`src/rtl/audio_pkg.sv`:
```
// ============================================================================
//  Module      : audio_pkg
//  Description : Shared audio constants: note phase increments at 48.8 kHz,
//                sound-effect ids and the arbiter state encoding.
//  Revision    : 1.0 - initial release
// ============================================================================
`default_nettype none

package audio_pkg;

    localparam int PHASE_W = 32;

    // Phase increments for a 32-bit accumulator at the DAC sample rate
    localparam logic [PHASE_W-1:0] A4 = 32'd38702809;
    localparam logic [PHASE_W-1:0] B4 = 32'd43442408;
    localparam logic [PHASE_W-1:0] C5 = 32'd46025675;
    localparam logic [PHASE_W-1:0] D5 = 32'd51662093;
    localparam logic [PHASE_W-1:0] E5 = 32'd57988683;
    localparam logic [PHASE_W-1:0] F5 = 32'd61436839;
    localparam logic [PHASE_W-1:0] G5 = 32'd68960577;
    localparam logic [PHASE_W-1:0] A5 = 32'd77405618;
    localparam logic [PHASE_W-1:0] C6 = 32'd92051350;

    localparam int SFX_DROP     = 0;
    localparam int SFX_ROTATE   = 1;
    localparam int SFX_LINE     = 2;
    localparam int SFX_GAMEOVER = 3;

    localparam logic [PHASE_W-1:0] SFX_END = 32'd0;

    typedef enum logic [1:0] {
        ST_IDLE = 2'd0,
        ST_LOAD = 2'd1,
        ST_PLAY = 2'd2,
        ST_GAP  = 2'd3
    } arb_state_t;

endpackage

`default_nettype wire

```
`src/rtl/sfx_arbiter_if.sv`:
```
// ============================================================================
//  Module      : sfx_arbiter_if
//  Description : Control, request and audio-path signals around sfx_arbiter.
//  Revision    : 1.0 - initial release
// ============================================================================
`default_nettype none

interface sfx_arbiter_if #(
    parameter int NUM_SFX = 4
);
    localparam int c_ID_W = (NUM_SFX > 1) ? $clog2(NUM_SFX) : 1;

    logic               enable;
    logic               mute;
    logic [NUM_SFX-1:0] sfx_req;
    logic [31:0]        mus_phase_inc;
    logic               mus_gate;
    logic [31:0]        phase_inc;
    logic               note_gate;
    logic               busy;
    logic [c_ID_W-1:0]  active_id;
    logic               sfx_done;

    modport master (
        output enable, mute, sfx_req, mus_phase_inc, mus_gate,
        input  phase_inc, note_gate, busy, active_id, sfx_done
    );

    modport slave (
        input  enable, mute, sfx_req, mus_phase_inc, mus_gate,
        output phase_inc, note_gate, busy, active_id, sfx_done
    );

endinterface

`default_nettype wire

```
`src/rtl/sfx_rom.sv`:
```
// ============================================================================
//  Module      : sfx_rom
//  Description : Note lists of the sound effects, one registered read per clk.
//  Revision    : 1.0 - initial release
// ============================================================================
`default_nettype none

module sfx_rom
    import audio_pkg::*;
#(
    parameter int ID_W   = 2,
    parameter int STEP_W = 3
) (
    input  wire logic              clk,
    input  wire logic [ID_W-1:0]   id,
    input  wire logic [STEP_W-1:0] step,
    output logic [PHASE_W-1:0]     phase_inc
);

    logic [PHASE_W-1:0] w_entry;

    // Any entry past the end of a list reads as the end marker
    always_comb begin
        w_entry = SFX_END;
        case (int'(id))
            SFX_DROP: begin
                if (int'(step) == 0) w_entry = C5;
            end
            SFX_ROTATE: begin
                case (int'(step))
                    0:       w_entry = E5;
                    1:       w_entry = G5;
                    default: w_entry = SFX_END;
                endcase
            end
            SFX_LINE: begin
                case (int'(step))
                    0:       w_entry = C5;
                    1:       w_entry = E5;
                    2:       w_entry = G5;
                    3:       w_entry = C6;
                    default: w_entry = SFX_END;
                endcase
            end
            SFX_GAMEOVER: begin
                case (int'(step))
                    0:       w_entry = E5;
                    1:       w_entry = D5;
                    2:       w_entry = C5;
                    3:       w_entry = B4;
                    4:       w_entry = A4;
                    default: w_entry = SFX_END;
                endcase
            end
            default: w_entry = SFX_END;
        endcase
    end

    always_ff @(posedge clk) begin
        phase_inc <= w_entry;
    end

endmodule

`default_nettype wire

```
`src/rtl/sfx_arbiter.sv`:
```
// ============================================================================
//  Module      : sfx_arbiter
//  Description : Plays prioritised sound effects from ROM, preempting the
//                music sequencer, and passes music through when idle.
//  Revision    : 1.0 - initial release
// ============================================================================
`default_nettype none

module sfx_arbiter
    import audio_pkg::*;
#(
    parameter int NUM_SFX     = 4,
    parameter int STEP_CYCLES = 5000000,
    parameter int GAP_CYCLES  = 500000,
    parameter int MAX_STEPS   = 8
) (
    input  wire logic     clk,
    input  wire logic     rst,
    sfx_arbiter_if.slave  bus
);

    localparam int c_ID_W   = (NUM_SFX > 1) ? $clog2(NUM_SFX) : 1;
    localparam int c_TMR_W  = $clog2(STEP_CYCLES);
    localparam int c_STEP_W = (MAX_STEPS > 1) ? $clog2(MAX_STEPS) : 1;

    localparam logic [c_TMR_W-1:0]  c_TMR_LAST  = c_TMR_W'(STEP_CYCLES - 1);
    localparam logic [c_TMR_W-1:0]  c_TMR_PREV  = c_TMR_W'(STEP_CYCLES - 2);
    localparam logic [c_TMR_W-1:0]  c_GAP_START = c_TMR_W'(STEP_CYCLES - GAP_CYCLES);
    localparam logic [c_STEP_W-1:0] c_STEP_LAST = c_STEP_W'(MAX_STEPS - 1);

    arb_state_t          r_state, w_state_nxt;
    logic [NUM_SFX-1:0]  r_pend, w_pend_nxt, w_arb_pend, w_clr;
    logic [c_ID_W-1:0]   r_id, w_id_nxt, w_win, w_rom_id;
    logic [c_STEP_W-1:0] r_step, w_step_nxt, w_rom_step;
    logic [c_TMR_W-1:0]  r_timer, w_timer_nxt;
    logic [PHASE_W-1:0]  r_phase_inc, w_phase_nxt, w_rom_q;
    logic                r_note_gate, w_gate_nxt;
    logic                r_busy, r_done, w_done_nxt;
    logic                w_any, w_step_end, w_last;

    sfx_rom #(
        .ID_W   (c_ID_W),
        .STEP_W (c_STEP_W)
    ) u_rom (
        .clk       (clk),
        .id        (w_rom_id),
        .step      (w_rom_step),
        .phase_inc (w_rom_q)
    );

    always_comb begin
        w_step_end = (r_timer == c_TMR_LAST);
        // The ROM already holds the following entry on the last cycle of a step
        w_last     = w_step_end && ((r_step == c_STEP_LAST) || (w_rom_q == SFX_END));

        w_arb_pend = r_pend;
        if ((r_state == ST_PLAY || r_state == ST_GAP) && w_last)
            w_arb_pend = r_pend | bus.sfx_req;

        w_win = '0;
        w_any = 1'b0;
        for (int i = 0; i < NUM_SFX; i++) begin
            if (w_arb_pend[i]) begin
                w_win = c_ID_W'(i);
                w_any = 1'b1;
            end
        end

        w_state_nxt = r_state;
        w_id_nxt    = r_id;
        w_step_nxt  = r_step;
        w_timer_nxt = r_timer;
        w_clr       = '0;
        w_done_nxt  = 1'b0;

        case (r_state)
            ST_IDLE: begin
                if (w_any) begin
                    w_state_nxt  = ST_LOAD;
                    w_id_nxt     = w_win;
                    w_clr[w_win] = 1'b1;
                end
            end
            ST_LOAD: begin
                w_state_nxt = ST_PLAY;
            end
            default: begin
                if (w_last) begin
                    w_done_nxt  = 1'b1;
                    w_state_nxt = ST_IDLE;
                    if (w_any) begin
                        w_state_nxt  = ST_LOAD;
                        w_id_nxt     = w_win;
                        w_clr[w_win] = 1'b1;
                    end
                end else if (w_any && (w_win >= r_id)) begin
                    // Abort or retrigger: the running effect is dropped, not re-queued
                    w_state_nxt  = ST_LOAD;
                    w_id_nxt     = w_win;
                    w_clr[w_win] = 1'b1;
                    w_clr[r_id]  = 1'b1;
                end else begin
                    if (w_step_end) begin
                        w_timer_nxt = '0;
                        w_step_nxt  = r_step + c_STEP_W'(1);
                    end else begin
                        w_timer_nxt = r_timer + c_TMR_W'(1);
                    end
                    w_state_nxt = (w_timer_nxt < c_GAP_START) ? ST_PLAY : ST_GAP;
                end
            end
        endcase

        if (w_state_nxt != ST_PLAY && w_state_nxt != ST_GAP) begin
            w_step_nxt  = '0;
            w_timer_nxt = '0;
        end

        w_pend_nxt = (r_pend | bus.sfx_req) & ~w_clr;

        if (!bus.enable) begin
            w_state_nxt = ST_IDLE;
            w_id_nxt    = '0;
            w_step_nxt  = '0;
            w_timer_nxt = '0;
            w_pend_nxt  = '0;
            w_done_nxt  = 1'b0;
        end
    end

    // ROM is addressed with the entry the output register needs one edge later
    always_comb begin
        w_rom_id    = r_id;
        w_rom_step  = r_step;
        w_phase_nxt = r_phase_inc;
        w_gate_nxt  = 1'b0;

        if (w_state_nxt == ST_LOAD) begin
            w_rom_id   = w_id_nxt;
            w_rom_step = '0;
        end else if (r_state == ST_LOAD) begin
            w_rom_step = '0;
        end else if ((r_timer >= c_TMR_PREV) && (r_step != c_STEP_LAST)) begin
            w_rom_step = r_step + c_STEP_W'(1);
        end

        case (w_state_nxt)
            ST_IDLE: begin
                w_phase_nxt = bus.mus_phase_inc;
                w_gate_nxt  = bus.mus_gate & ~bus.mute;
            end
            ST_PLAY: begin
                w_phase_nxt = w_rom_q;
                w_gate_nxt  = ~bus.mute;
            end
            ST_GAP: begin
                w_phase_nxt = w_rom_q;
            end
            default: ;
        endcase

        if (!bus.enable) begin
            w_phase_nxt = '0;
            w_gate_nxt  = 1'b0;
        end
    end

    always_ff @(posedge clk) begin
        if (rst) begin
            r_state     <= ST_IDLE;
            r_pend      <= '0;
            r_id        <= '0;
            r_step      <= '0;
            r_timer     <= '0;
            r_phase_inc <= '0;
            r_note_gate <= 1'b0;
            r_busy      <= 1'b0;
            r_done      <= 1'b0;
        end else begin
            r_state     <= w_state_nxt;
            r_pend      <= w_pend_nxt;
            r_id        <= w_id_nxt;
            r_step      <= w_step_nxt;
            r_timer     <= w_timer_nxt;
            r_phase_inc <= w_phase_nxt;
            r_note_gate <= w_gate_nxt;
            r_busy      <= (w_state_nxt != ST_IDLE);
            r_done      <= w_done_nxt;
        end
    end

    assign bus.phase_inc = r_phase_inc;
    assign bus.note_gate = r_note_gate;
    assign bus.busy      = r_busy;
    assign bus.active_id = r_id;
    assign bus.sfx_done  = r_done;

endmodule

`default_nettype wire

```
`src/flat_wrapper.sv`:
```
// flat-port wrapper written by rule: the top's interface ports become plain ports
module sfx_arbiter_flat import audio_pkg::*;
#(
    parameter int NUM_SFX     = 4,
    parameter int STEP_CYCLES = 5000000,
    parameter int GAP_CYCLES  = 500000,
    parameter int MAX_STEPS   = 8
)
  (clk, rst, bus_enable, bus_mute, bus_sfx_req, bus_mus_phase_inc, bus_mus_gate, bus_phase_inc, bus_note_gate, bus_busy, bus_active_id, bus_sfx_done);
  sfx_arbiter_if #(.NUM_SFX(NUM_SFX)) bus_i ();
  input  wire logic clk;
  input  wire logic rst;
  input wire logic [$bits(bus_i.enable)-1:0] bus_enable;
  input wire logic [$bits(bus_i.mute)-1:0] bus_mute;
  input wire logic [$bits(bus_i.sfx_req)-1:0] bus_sfx_req;
  input wire logic [$bits(bus_i.mus_phase_inc)-1:0] bus_mus_phase_inc;
  input wire logic [$bits(bus_i.mus_gate)-1:0] bus_mus_gate;
  output wire logic [$bits(bus_i.phase_inc)-1:0] bus_phase_inc;
  output wire logic [$bits(bus_i.note_gate)-1:0] bus_note_gate;
  output wire logic [$bits(bus_i.busy)-1:0] bus_busy;
  output wire logic [$bits(bus_i.active_id)-1:0] bus_active_id;
  output wire logic [$bits(bus_i.sfx_done)-1:0] bus_sfx_done;
  assign bus_i.enable = bus_enable;
  assign bus_i.mute = bus_mute;
  assign bus_i.sfx_req = bus_sfx_req;
  assign bus_i.mus_phase_inc = bus_mus_phase_inc;
  assign bus_i.mus_gate = bus_mus_gate;
  assign bus_phase_inc = bus_i.phase_inc;
  assign bus_note_gate = bus_i.note_gate;
  assign bus_busy = bus_i.busy;
  assign bus_active_id = bus_i.active_id;
  assign bus_sfx_done = bus_i.sfx_done;
  sfx_arbiter #(.NUM_SFX(NUM_SFX), .STEP_CYCLES(STEP_CYCLES), .GAP_CYCLES(GAP_CYCLES), .MAX_STEPS(MAX_STEPS)) u_core (.clk(clk), .rst(rst), .bus(bus_i));
endmodule
```
`config.mk`:
```
export PLATFORM = sky130hd
export DESIGN_NAME = sfx_arbiter_flat
export DESIGN_NICKNAME = d
export VERILOG_FILES = /design/src/rtl/audio_pkg.sv /design/src/rtl/sfx_arbiter_if.sv /design/src/rtl/sfx_rom.sv /design/src/rtl/sfx_arbiter.sv /design/src/flat_wrapper.sv
export SDC_FILE = /design/constraint.sdc
export NUM_CORES = 1
export LEC_CHECK = 0
export BUFFER_PORTS_ARGS = -buffer_cell sky130_fd_sc_hd__buf_2
export CAP_MARGIN = 20
export CORE_MARGIN = 5
export CORE_UTILIZATION = 58
export CTS_BUF_LIST = sky130_fd_sc_hd__clkbuf_2
export CTS_CLUSTER_DIAMETER = 200
export CTS_CLUSTER_SIZE = 28
export DETAILED_ROUTE_END_ITERATION = 6
export GPL_ROUTABILITY_DRIVEN = 0
export MAX_ROUTING_LAYER = met4
export PLACE_DENSITY = 0.81
export SLEW_MARGIN = 20
export SYNTH_ARGS = -nofsm -noshare
export SYNTH_HDL_FRONTEND = slang
export SYNTH_HIERARCHICAL = 1
export SYNTH_SLANG_ARGS = --single-unit
```
`constraint.sdc`:
```
create_clock -name clk -period 6.6 [get_ports clk]
set_input_delay 0.33 -clock clk [delete_from_list [all_inputs] [get_ports clk]]
set_output_delay 0.33 -clock clk [all_outputs]
set_load 0.05 [all_outputs]
```
# Yosys cells after proc, flatten, opt, wreduce, memory -nomap -nowiden

Cells that the tools add are included.

Output and inout bits: 37
Flip-flop bits (word level): 101

Magnitude comparators: 7
$add $sub $neg: 2
Bitwise operators: 10
Equal/unequal tests: 18
Reductions and logical operators: 24
Mux-type cells: 44

Operators with widths:

| cell                                                             | number |
|---|---|
| 26-bit one-hot mux with 5 select lines                           | 1 |
| 32-bit one-hot mux with 4 select lines                           | 1 |
| 27-bit one-hot mux with 4 select lines                           | 1 |
| 23-bit 2-to-1 mux                                                | 4 |
| 32-bit one-hot mux with 2 select lines                           | 1 |
| 27-bit one-hot mux with 2 select lines                           | 1 |
| 32-bit logical NOT                                               | 1 |
| 26-bit 2-to-1 mux                                                | 1 |
| 23-bit by 1-bit adder with 23-bit output (second input constant) | 1 |
| 23-bit == test (second input constant)                           | 1 |
| 23-bit >= comparator (second input constant)                     | 1 |
| 23-bit < comparator (second input constant)                      | 1 |
| 2-bit 2-to-1 mux                                                 | 11 |
| 4-bit 2-to-1 mux                                                 | 4 |
| 2-bit == test (second input constant)                            | 6 |
| 1-bit 2-to-1 mux                                                 | 10 |
| 3-bit 2-to-1 mux                                                 | 3 |
| 4-bit bitwise OR                                                 | 2 |
| 2-bit one-hot mux with 2 select lines                            | 2 |
| 4-bit one-hot mux with 2 select lines                            | 1 |
| 1-bit logical AND                                                | 7 |
| 2-bit by 1-bit == test with 1-bit output (second input constant) | 3 |
| 3-bit by 2-bit == test with 1-bit output (second input constant) | 2 |
| 3-bit == test (second input constant)                            | 2 |
| 22 further kinds                                                 | 37 |

# Longest topological paths before layout

Gate-level depths: netlist (run 1).

Word-level depth: 24
Gate-level depth with buffers: 22
Gate-level depth less buffers: 20

# Hierarchy

The synthesis (run 1) kept the hierarchy.

By module, submodules not included:

| module      | cells an instance | instances | area an instance (µm²) | sequential area each (µm²) |
|---|---|---|---|---|
| sfx_arbiter | 507               | 1         | 4100.2                 | 1381.3 |
| sfx_rom     | 109               | 1         | 989.7                  | 460.4 |

# Least setup slack after synthesis (run 1)

Ideal clock, no wire load.

Path kind: reg-to-reg
Start: reg u_core.r_timer[1]
End: reg u_core.u_rom.phase_inc[19]
Path buffers: 2
Data arrival time: 4.317 ns
Stages on the path, launching flop included: 20
Data required time: 6.478 ns
Library setup time: 0.122 ns
Path slack: 2.161 ns
Path through: dfxtp_1 ha_1 nand3_1 or3_1 nor4_1 buf_2 a41oi_1 a211o_1 and2_1 inv_1 ha_1 nand2b_1 a21oi_1 o21ai_1 o22ai_1 nor2_1 nor3_1 buf_2 inv_2 a311o_1

Cells in the longest elaborated chain, start to end: 18

RTL lines:

| element                                                                                           | RTL line           | RTL |
|---|---|---|
| start, declared                                                                                   | sfx_arbiter.sv:35  | `logic [c_TMR_W-1:0] r_timer, w_timer_nxt;` |
| start signal, assigned                                                                            | sfx_arbiter.sv:184 | `r_timer <= w_timer_nxt;` |
| parallel branches: the longest is 14 deep, another holds 23-bit by 1-bit adder with 23-bit output | -                  |  |
| 3-bit 2-to-1 mux (*)                                                                              | sfx_arbiter.sv:138 | `if (w_state_nxt == ST_LOAD) begin` |
| net u_core.w_rom_step[0]                                                                          | sfx_arbiter.sv:34  | `logic [c_STEP_W-1:0] r_step, w_step_nxt, w_rom_step;` |
| 3-bit == test (tied with other cells)                                                             | sfx_rom.sv:46      | `case (int'(step))` |
| 26-bit one-hot mux with 5 select lines (tied with other cells)                                    | sfx_rom.sv:46      |  |
| 32-bit one-hot mux with 4 select lines (*)                                                        | sfx_rom.sv:25      | `case (int'(id))` |
| net u_core.u_rom.w_entry[19]                                                                      | sfx_rom.sv:20      | `logic [PHASE_W-1:0] w_entry;` |
| end signal, assigned                                                                              | sfx_rom.sv:60      | `phase_inc <= w_entry;` |
| end, declared                                                                                     | sfx_rom.sv:17      | `output logic [PHASE_W-1:0] phase_inc` |

Mark *: on every way through the listed nets, which the timed path passes. The select of a mux whose other input is x is not followed.
A chain may end at the register's enable or synchronous reset.

# Worst setup path in the final report (run 1)

Start: reg u_core.r_timer[14]
End: reg u_core.u_rom.phase_inc[11]

RTL lines:

| element                                                                                           | RTL line           | RTL |
|---|---|---|
| parallel branches: the longest is 14 deep, another holds 23-bit by 1-bit adder with 23-bit output | -                  |  |
| 2-bit 2-to-1 mux (*)                                                                              | sfx_arbiter.sv:138 |  |
| net u_core.w_rom_id[1]                                                                            | sfx_arbiter.sv:33  | `logic [c_ID_W-1:0] r_id, w_id_nxt, w_win, w_rom_id;` |
| 2-bit == test (tied with other cells)                                                             | sfx_rom.sv:25      |  |
| 32-bit one-hot mux with 4 select lines (*)                                                        | sfx_rom.sv:25      |  |
| net u_core.u_rom.w_entry[11]                                                                      | sfx_rom.sv:20      |  |

Marks and branches as above.

==> load_flow_metrics.sql, run 1 <==
INSERT INTO impl_metrics (metric_group, metric, value, unit) VALUES
('clocking', 'cts_buffer_depth', '2', ''),
('yosys', 'number_of_enable_type_register_cells_in_the_synthesized_netlist', '0', ''),
('cells_and_area', 'final_common_cell', 'sky130_fd_sc_hd__dfxtp_1', ''),
('pwr', 'power.net_switching', '389', 'µW'),
('die', 'die_width', '104', 'µm'),
('timing', 'rsz0062_at_grt', 'no', ''),
('flow_run', 'drv_cap', '0', ''),
('detailed_routing', 'route.detailed.vias_per_inst', '6.23', ''),
('pwr', 'finalPower', '1100', 'µW'),
('timing', 'finalSetupTns', '0', 'ns'),
('clocking', 'cts-htree-levels', '3', ''),
('timing', 'postLayoutSetupSlackWorst', '1.57', 'ns'),
('clocking', 'resized_after_cts', '0', ''),
('detailed_routing', 'detailedRoute.firstIterationViolations', '405', ''),
('worst_hold_path', 'hp-class', 'primary input to flop', ''),
('cells_and_area', 'mostFrequentLayoutCells', 'sky130_fd_sc_hd__dfxtp_1, sky130_fd_sc_hd__nor2_1, sky130_fd_sc_hd__buf_2, sky130_fd_sc_hd__nand2_1, sky130_fd_sc_hd__a21oi_1', ''),
('clocking', 'postCtsHoldBufs', '7', ''),
('detailed_routing', 'route.final.wire_length', '13700', 'µm'),
('placement', 'detailedPlacementHpwl', '9860', 'µm'),
('detailed_routing', 'remaining_drc_errors', '0', ''),
('clocking', 'cts_tree', 'built', ''),
('yosys', 'share_of_synthesized_flip_flops_with_an_asynchronous_set_or_reset', '0', '%'),
('pwr', 'power.density', '194', 'nW/µm²'),
('die', 'top_level_ports', '78', ''),
('grt', 'grt_antenna_before_repair', '0', ''),
('timing', 'max_freq', '199', 'MHz'),
('grt', 'number_of_global_route_vias_before_repair', '4571', ''),
('clocking', 'clk_transition_reported_paths', '0.32', 'ns'),
('timing', 'timing_hold_violations_final', '0', ''),
('critical_path', 'criticalPathCategory', 'flop to flop', ''),
('clocking', 'worst_skew_pair_latency', '0.58', 'ns'),
('yosys', 'synth.lib_cells_used.distinct', '78', ''),
('clocking', 'clk_root_buffer_cell', 'sky130_fd_sc_hd__clkbuf_2', ''),
('timing', 'maxSlewViolCount', '0', ''),
('yosys', 'ys_seq_elements', '92', ''),
('critical_path', 'cp.required', '7.11', 'ns'),
('die', 'coreArea', '8640', 'µm²'),
('timing', 'period_share', '76.3', '%'),
('placement', 'numPortBuffers', '77', ''),
('critical_path', 'critical_path_arrival', '5.55', 'ns'),
('grt', 'largest_net_degree_at_the_start_of_global_routing', '58', ''),
('pwr', 'ir_worst_vdd', '0.132', 'mV'),
('die', 'initial_utilization', '58.9', '%'),
('detailed_routing', 'vias', '4925', ''),
('cells_and_area', 'final_layout_size_suffix_gt1_share', '18.9', '%'),
('pwr', 'power.clock.fraction', '26.5', '%'),
('cells_and_area', 'final_nets', '725', ''),
('die', 'dieHeight', '104', 'µm'),
('clocking', 'post_cts.repair.setup_buffers', '0', ''),
('timing', 'final.setup_skew', '0.0471', 'ns'),
('cells_and_area', 'syn_to_final_growth', '11.3', '%'),
('timing', 'period_needed', '5.03', 'ns'),
('placement', 'detailedPlace.worstSlack', '1.70', 'ns'),
('cells_and_area', 'instances_no_fill', '791', ''),
('yosys', 'syn-mean-instance-area', '8.26', 'µm²'),
('yosys', 'synthDominantCellAreaShare', '36.2', '%'),
('grt', 'gr-total-overflow', '0', ''),
('timing', 'timing.max_slew.rel_slack', '31.8', '%'),
('yosys', 'postSynth.topFlopCell', 'sky130_fd_sc_hd__dfxtp_1', ''),
('yosys', 'yosysTopAreaCell', 'sky130_fd_sc_hd__dfxtp_1', ''),
('grt', 'globalRouteTotalUtil', '25.5', '%'),
('timing', 'final_setup_viols', '0', ''),
('worst_hold_path', 'whs_path_depth', '3', ''),
('cells_and_area', 'num-fill-cells', '724', ''),
('yosys', 'synth.area.top_cells', 'sky130_fd_sc_hd__dfxtp_1, sky130_fd_sc_hd__mux2i_1, sky130_fd_sc_hd__nor2_1, sky130_fd_sc_hd__a211oi_1, sky130_fd_sc_hd__nand2_1', ''),
('run_status', 'run_status', 'complete, no violations', ''),
('critical_path', 'reg2reg_setup_slack', '1.57', 'ns'),
('die', 'die_footprint', '10700', 'µm²'),
('detailed_routing', 'drt_pass1_iterations', '5', ''),
('detailed_routing', 'routedWlPerCell', '17.3', 'µm'),
('yosys', 'synth_sequential_area_ratio', '36.2', '%');
==> final timing paths <==
path / from / endpoint
worst max register to register: u_core/r_timer[14] / u_core/u_rom/phase_inc[11]
worst min-delay path: bus_mus_phase_inc[13] / u_core/bus.phase_inc[13]
worst min register to register: u_core/r_timer[19] / u_core/r_timer[19]
worst max-delay path: u_core/r_timer[14] / u_core/u_rom/phase_inc[11]
==> cell usage after synthesis (3+ instances only) <==
cell and count:
sky130_fd_sc_hd__and3_1 9, sky130_fd_sc_hd__mux2i_1 33, sky130_fd_sc_hd__nor2_1 79, sky130_fd_sc_hd__nor3_1 12, sky130_fd_sc_hd__o22ai_1 3, sky130_fd_sc_hd__inv_1 9, sky130_fd_sc_hd__buf_2 15, sky130_fd_sc_hd__a31oi_1 4
sky130_fd_sc_hd__ha_1 6, sky130_fd_sc_hd__nand2_1 52, sky130_fd_sc_hd__nand3_1 15, sky130_fd_sc_hd__nor3b_1 3, sky130_fd_sc_hd__nand4_1 9, sky130_fd_sc_hd__inv_2 3, sky130_fd_sc_hd__a22oi_1 5, sky130_fd_sc_hd__clkbuf_1 21
sky130_fd_sc_hd__a211o_1 4, sky130_fd_sc_hd__nor2b_1 4, sky130_fd_sc_hd__a21oi_1 35, sky130_fd_sc_hd__nand3b_1 4, sky130_fd_sc_hd__buf_4 11, sky130_fd_sc_hd__nor4_1 17, sky130_fd_sc_hd__o21ai_1 5, sky130_fd_sc_hd__dfxtp_1 92
sky130_fd_sc_hd__or3_1 9, sky130_fd_sc_hd__a211oi_1 28, sky130_fd_sc_hd__xnor2_1 12, sky130_fd_sc_hd__a41o_1 5, sky130_fd_sc_hd__and4_1 5, sky130_fd_sc_hd__xor2_1 6, sky130_fd_sc_hd__o211ai_1 7, sky130_fd_sc_hd__o21ai_0 32
sky130_fd_sc_hd__and2_1 6, sky130_fd_sc_hd__nand2b_1 5
==> flip-flops by register name, indices dropped and copies added, names as in the netlist <==
name / count
u_core/bus.phase_inc: 32
u_core/r_timer: 23
u_core/u_rom/phase_inc: 23
u_core/r_pend: 4
u_core/r_step: 3
u_core/bus.active_id: 2
u_core/r_state: 2
u_core/bus.busy: 1
u_core/bus.note_gate: 1
u_core/bus.sfx_done: 1
==> worst max-delay path: stages, from the launching register on <==
cell                       delay (ns)
sky130_fd_sc_hd__dfxtp_1         0.61
sky130_fd_sc_hd__nand2_1         0.10
sky130_fd_sc_hd__or4b_4          0.55
sky130_fd_sc_hd__nor4_1          0.32
sky130_fd_sc_hd__buf_4           0.24
sky130_fd_sc_hd__a41oi_1         0.14
sky130_fd_sc_hd__a211o_1         0.33
sky130_fd_sc_hd__and2_1          0.18
sky130_fd_sc_hd__inv_1           0.06
sky130_fd_sc_hd__ha_1            0.11
sky130_fd_sc_hd__nand2b_1        0.10
sky130_fd_sc_hd__a21oi_1         0.08
sky130_fd_sc_hd__o21ai_1         0.43
sky130_fd_sc_hd__o22ai_4         0.14
sky130_fd_sc_hd__nor2_1          0.34
sky130_fd_sc_hd__o21ai_0         0.14
sky130_fd_sc_hd__o21ai_0         0.10
sky130_fd_sc_hd__buf_4           0.21
sky130_fd_sc_hd__nor2b_1         0.42
sky130_fd_sc_hd__nand3_1         0.19
sky130_fd_sc_hd__o221ai_1        0.20
==> power by group through the flow <==
stage | Sequential (µW) | Combinational, µW | Clock (µW)
after global routing | 599 | 231 | 320
after global placement | 604 | 202 | 0
after floorplan | 657 | 102 | 0
after CTS | 595 | 209 | 298
after detailed placement | 604 | 205 | 0
final | 595 | 214 | 291
==> routing by layer <==
layer | vias up | track usage (%) | wire (µm)
li1 | 2355 | - | -
met1 | 2295 | 34.9 | 6110
met2 | 243 | 38.9 | 6260
met3 | 32 | 4.79 | 1040
met4 | 0 | 6.85 | 262
met5 | - | - | 0
==> per-stage QoR <==
stage | util [%] | hold slack, ns
floorplan | - | 0.401
CTS | 65.0 | 0.00150
global route | 65.6 | 0.00000322
detailed placement | 62.8 | 0.482
finish | 65.6 | 0.0404
global placement | 62.8 | 0.473
==> cell type report <==
class                           count  area (µm²)  share of cell area, %
Clock buffer                        9        45.0                  0.795
Clock inverter                      7        76.3                   1.35
Inverter                           12        45.0                  0.795
Multi-Input combinational cell    466        2950                   52.2
Sequential cell                    92        1840                   32.5
Tap cell                          108         135                   2.39
Timing Repair Buffer               97         566                   9.99
==> cells by family (layout without fill, tap and decap cells) <==
logic type,count (synthesis),after routing,synth area share [%]
adder cells (fa/ha/maj),7,7,1.70
other,1,6,0.0737
XOR/XNOR,18,18,3.10
AND/OR/NAND/NOR,246,246,25.1
AO/OA/AOI/OAI,155,155,20.6
multiplexers,34,34,6.71
flip-flops,92,92,36.2
buffers and inverters,63,125,6.61
(Power assumes the default switching activity.)
==> inputs of run 2 (changes only) <==
--- a/config.mk
+++ b/config.mk
@@ -5,6 +5,7 @@
 export SDC_FILE = /design/constraint.sdc
 export NUM_CORES = 1
 export LEC_CHECK = 0
+export ABC_AREA = 1
 export BUFFER_PORTS_ARGS = -buffer_cell sky130_fd_sc_hd__buf_2
 export CAP_MARGIN = 20
 export CORE_MARGIN = 5
@@ -15,7 +16,7 @@
 export DETAILED_ROUTE_END_ITERATION = 6
 export GPL_ROUTABILITY_DRIVEN = 0
 export MAX_ROUTING_LAYER = met4
-export PLACE_DENSITY = 0.81
+export PLACE_DENSITY = 0.8
 export SLEW_MARGIN = 20
 export SYNTH_ARGS = -nofsm -noshare
 export SYNTH_HDL_FRONTEND = slang
==> constraint.sdc (replaced) <==
create_clock -name clk -period 4.9 [get_ports clk]
set_input_delay 0.245 -clock clk [delete_from_list [all_inputs] [get_ports clk]]
set_output_delay 0.245 -clock clk [all_outputs]
set_load 0.05 [all_outputs]
==> load_flow_metrics.sql, run 2 <==
INSERT INTO impl_metrics (metric_group, metric, value, unit) VALUES
('clocking', 'resized_after_cts', '0', ''),
('clocking', 'post_cts.repair.setup_buffers', '0', ''),
('die', 'initial_utilization', '58.9', '%'),
('clocking', 'cts-htree-levels', '3', ''),
('pwr', 'power.density', '244', 'nW/µm²'),
('critical_path', 'criticalPathCategory', 'flop to flop', ''),
('yosys', 'netlist_instances', '927', ''),
('timing', 'timing.max_slew.rel_slack', '45.3', '%'),
('yosys', 'number_of_enable_type_register_cells_in_the_synthesized_netlist', '0', ''),
('placement', 'numPortBuffers', '77', ''),
('critical_path', 'critical_path_peak_fanout', '24', ''),
('yosys', 'synth.area.top_cells', 'sky130_fd_sc_hd__dfxtp_1, sky130_fd_sc_hd__nand2_1, sky130_fd_sc_hd__nor2_1, sky130_fd_sc_hd__nand3_1, sky130_fd_sc_hd__inv_1', ''),
('critical_path', 'critical-path-slowest-cell', 'sky130_fd_sc_hd__dfxtp_1', ''),
('critical_path', 'slowest_delay', '0.52', 'ns'),
('yosys', 'share_of_synthesized_flip_flops_with_an_asynchronous_set_or_reset', '0', '%'),
('detailed_routing', 'ant_nets', '0', ''),
('cells_and_area', 'post-route-util', '66.1', '%'),
('pwr', 'ir_worst_vdd', '0.120', 'mV'),
('timing', 'rsz0062_at_grt', 'no', ''),
('yosys', 'yosysWarningCount', '6', ''),
('pwr', 'power.clock.fraction', '25.0', '%'),
('clocking', 'number_of_cts_inserted_buffers', '9', ''),
('clocking', 'clock_sink_count', '92', ''),
('clocking', 'cts_tree', 'built', ''),
('die', 'fp-row-count', '36', ''),
('timing', 'period_share', '88.0', '%'),
('run_status', 'run_status', 'complete, no violations', ''),
('critical_path', 'setup.worst_path.end_class', 'flop', ''),
('clocking', 'worst_skew_pair_latency', '0.57', 'ns'),
('cells_and_area', 'num-fill-cells', '909', ''),
('flow_run', 'drv_cap', '0', ''),
('detailed_routing', 'route.final.wire_length', '14800', 'µm'),
('pwr', 'finalPower', '1550', 'µW'),
('cells_and_area', 'mostFrequentLayoutCells', 'sky130_fd_sc_hd__nand2_1, sky130_fd_sc_hd__nor2_1, sky130_fd_sc_hd__dfxtp_1, sky130_fd_sc_hd__inv_1, sky130_fd_sc_hd__nand3_1', ''),
('yosys', 'synth.lib_cells_used.distinct', '41', ''),
('cells_and_area', 'final_layout_size_suffix_gt1_share', '14.8', '%'),
('pwr', 'power.leakage', '0.00315', 'µW'),
('yosys', 'yosysTopAreaCell', 'sky130_fd_sc_hd__dfxtp_1', ''),
('clocking', 'cts_buffer_depth', '2', ''),
('yosys', 'synth_sequential_area_ratio', '32.5', '%'),
('timing', 'max_freq', '232', 'MHz'),
('grt', 'globalRouteTotalUtil', '26.5', '%'),
('timing', 'maxSlewViolCount', '0', ''),
('cells_and_area', 'top_register', 'u_core/bus.phase_inc', ''),
('critical_path', 'cp_top_family', 'simple AND/OR/NAND/NOR gates', ''),
('detailed_routing', 'route.detailed.vias_per_inst', '5.14', ''),
('cells_and_area', 'syn_to_final_growth', '12.3', '%'),
('timing', 'period_needed', '4.31', 'ns'),
('yosys', 'synth_common_cells', 'sky130_fd_sc_hd__nand2_1, sky130_fd_sc_hd__nor2_1, sky130_fd_sc_hd__dfxtp_1', ''),
('detailed_routing', 'remaining_drc_errors', '0', ''),
('cells_and_area', 'final_nets', '1054', ''),
('yosys', 'yosys.cell_count.top_type', 'sky130_fd_sc_hd__nand2_1', ''),
('die', 'dieHeight', '109', 'µm'),
('timing', 'slew_worst_pin', '0.820', 'ns'),
('critical_path', 'critical_path_arrival', '4.84', 'ns'),
('die', 'top_level_ports', '78', ''),
('grt', 'global_route_wire_length_before_repair', '24600', 'µm'),
('critical_path', 'worstPathBufferInverterCount', '6', ''),
('cells_and_area', 'largest_reg_flops', '32', ''),
('grt', 'number_of_global_route_vias_before_repair', '5264', ''),
('cells_and_area', 'antenna_cells_inserted', '0', ''),
('pwr', 'seq_power_share', '53.6', '%'),
('clocking', 'clk_transition_reported_paths', '0.26', 'ns'),
('grt', 'grt_antenna_before_repair', '0', ''),
('detailed_routing', 'drt_pass1_iterations', '5', ''),
('yosys', 'ys_seq_elements', '92', ''),
('timing', 'finalSetupTns', '0', 'ns'),
('clocking', 'postCtsHoldBufs', '23', ''),
('detailed_routing', 'detailedRoute.firstIterationViolations', '565', ''),
('timing', 'final.setup_skew', '0.0309', 'ns'),
('placement', 'detailedPlacementHpwl', '11000', 'µm'),
('worst_hold_path', 'hp-class', 'primary input to flop', ''),
('timing', 'final_setup_viols', '0', ''),
('pwr', 'power.share.combinational', '21.4', '%'),
('detailed_routing', 'routedWlPerCell', '13.0', 'µm'),
('die', 'die_width', '109', 'µm'),
('pwr', 'p_sw_share', '34.2', '%'),
('critical_path', 'critical-path-top-cell-by-count', 'sky130_fd_sc_hd__nand2_1', ''),
('yosys', 'syn-mean-instance-area', '6.12', 'µm²'),
('timing', 'timing_hold_violations_final', '0', ''),
('critical_path', 'worstSetupStartpointType', 'flop', ''),
('die', 'coreArea', '9640', 'µm²'),
('yosys', 'synth_area', '5670', 'µm²'),
('pwr', 'power.net_switching', '531', 'µW'),
('yosys', 'postSynth.topFlopCell', 'sky130_fd_sc_hd__dfxtp_1', ''),
('die', 'die_footprint', '11900', 'µm²'),
('pwr', 'intPower', '1020', 'µW'),
('cells_and_area', 'biggest_regs', 'u_core/bus.phase_inc: 32 flops, u_core/r_timer: 23 flops, u_core/u_rom/phase_inc: 23 flops', ''),
('clocking', 'clk_root_buffer_cell', 'sky130_fd_sc_hd__clkbuf_2', ''),
('detailed_routing', 'vias', '5882', ''),
('grt', 'largest_net_degree_at_the_start_of_global_routing', '44', ''),
('cells_and_area', 'final_common_cell', 'sky130_fd_sc_hd__nand2_1', ''),
('grt', 'gr-total-overflow', '0', ''),
('critical_path', 'cp.required', '5.43', 'ns'),
('yosys', 'synthDominantCellAreaShare', '32.5', '%');
## run 2: path summary, 6_finish.rpt
kind | startpoint | endpoint | slack, ns | cells after the start
min | bus_mus_phase_inc[4] | u_core/bus.phase_inc[4] | 0.03 | 7
min reg2reg | u_core/r_step[0] | u_core/r_step[0] | 0.50 | 2
max reg2reg | u_core/r_timer[0] | u_core/u_rom/phase_inc[11] | 0.59 | 27
max | u_core/r_timer[0] | u_core/u_rom/phase_inc[11] | 0.59 | 27
## run 2: layout make-up
| cell class | count | area [µm²] | share of cell area [%] |
|---|---|---|---|
| timing repair buffer | 108 | 676 | 10.6 |
| sequential | 92 | 1840 | 28.9 |
| multi-input combinational | 693 | 3180 | 50.0 |
| clock buffer | 10 | 50.0 | 0.786 |
| inverter | 103 | 390 | 6.13 |
| tap | 133 | 166 | 2.61 |
| clock inverter | 5 | 62.6 | 0.982 |
## run 2: metal layers
layer | GRT usage, % | vias up | wire (µm)
li1 | - | 3050 | -
met1 | 36.3 | 2565 | 6820
met2 | 40.0 | 248 | 6560
met3 | 5.39 | 19 | 1260
met4 | 7.12 | 0 | 187
met5 | - | - | 0
## run 2: worst reg2reg max path, delay by kind of cell, from the launching register on
| family | cells | cell delay (ns) |
|---|---|---|
| buf+inv | 6 | 0.86 |
| compound gates | 4 | 0.51 |
| flops | 1 | 0.52 |
| simple gates | 15 | 1.90 |
| fa+ha+maj | 2 | 0.49 |
## run 2: cell families (layout without fill, tap and decap cells)
kind of cell    Yosys count  in the layout  synth area share (%)
compound gates           73             73                  7.06
other cells               1              6                0.0661
buf+inv                 147            226                  11.8
simple gates            602            602                  46.3
fa+ha+maj                 6              6                  1.32
xor+xnor                  6              6                 0.926
flops                    92             92                  32.5
## run 2: stage by stage
step                      hold WS (ns)  instances  cell area, µm²  setup slack (ns)
after floorplan                  0.317        932            5690              1.34
after global placement           0.457       1106            6030             0.743
after detailed placement         0.465       1106            6030             0.635
after CTS                     0.000242       1144            6370             0.601
after global routing           0.00518       1144            6370            0.0161
final                           0.0288       1144            6370             0.588
## run 2: power groups by stage
stage / logic [µW] / registers, µW / clock network [µW]
detailed placement: 315 / 846 / 0
global placement: 311 / 847 / 0
floorplan: 193 / 901 / 0
CTS: 330 / 832 / 395
finish: 332 / 833 / 387
global route: 371 / 839 / 429
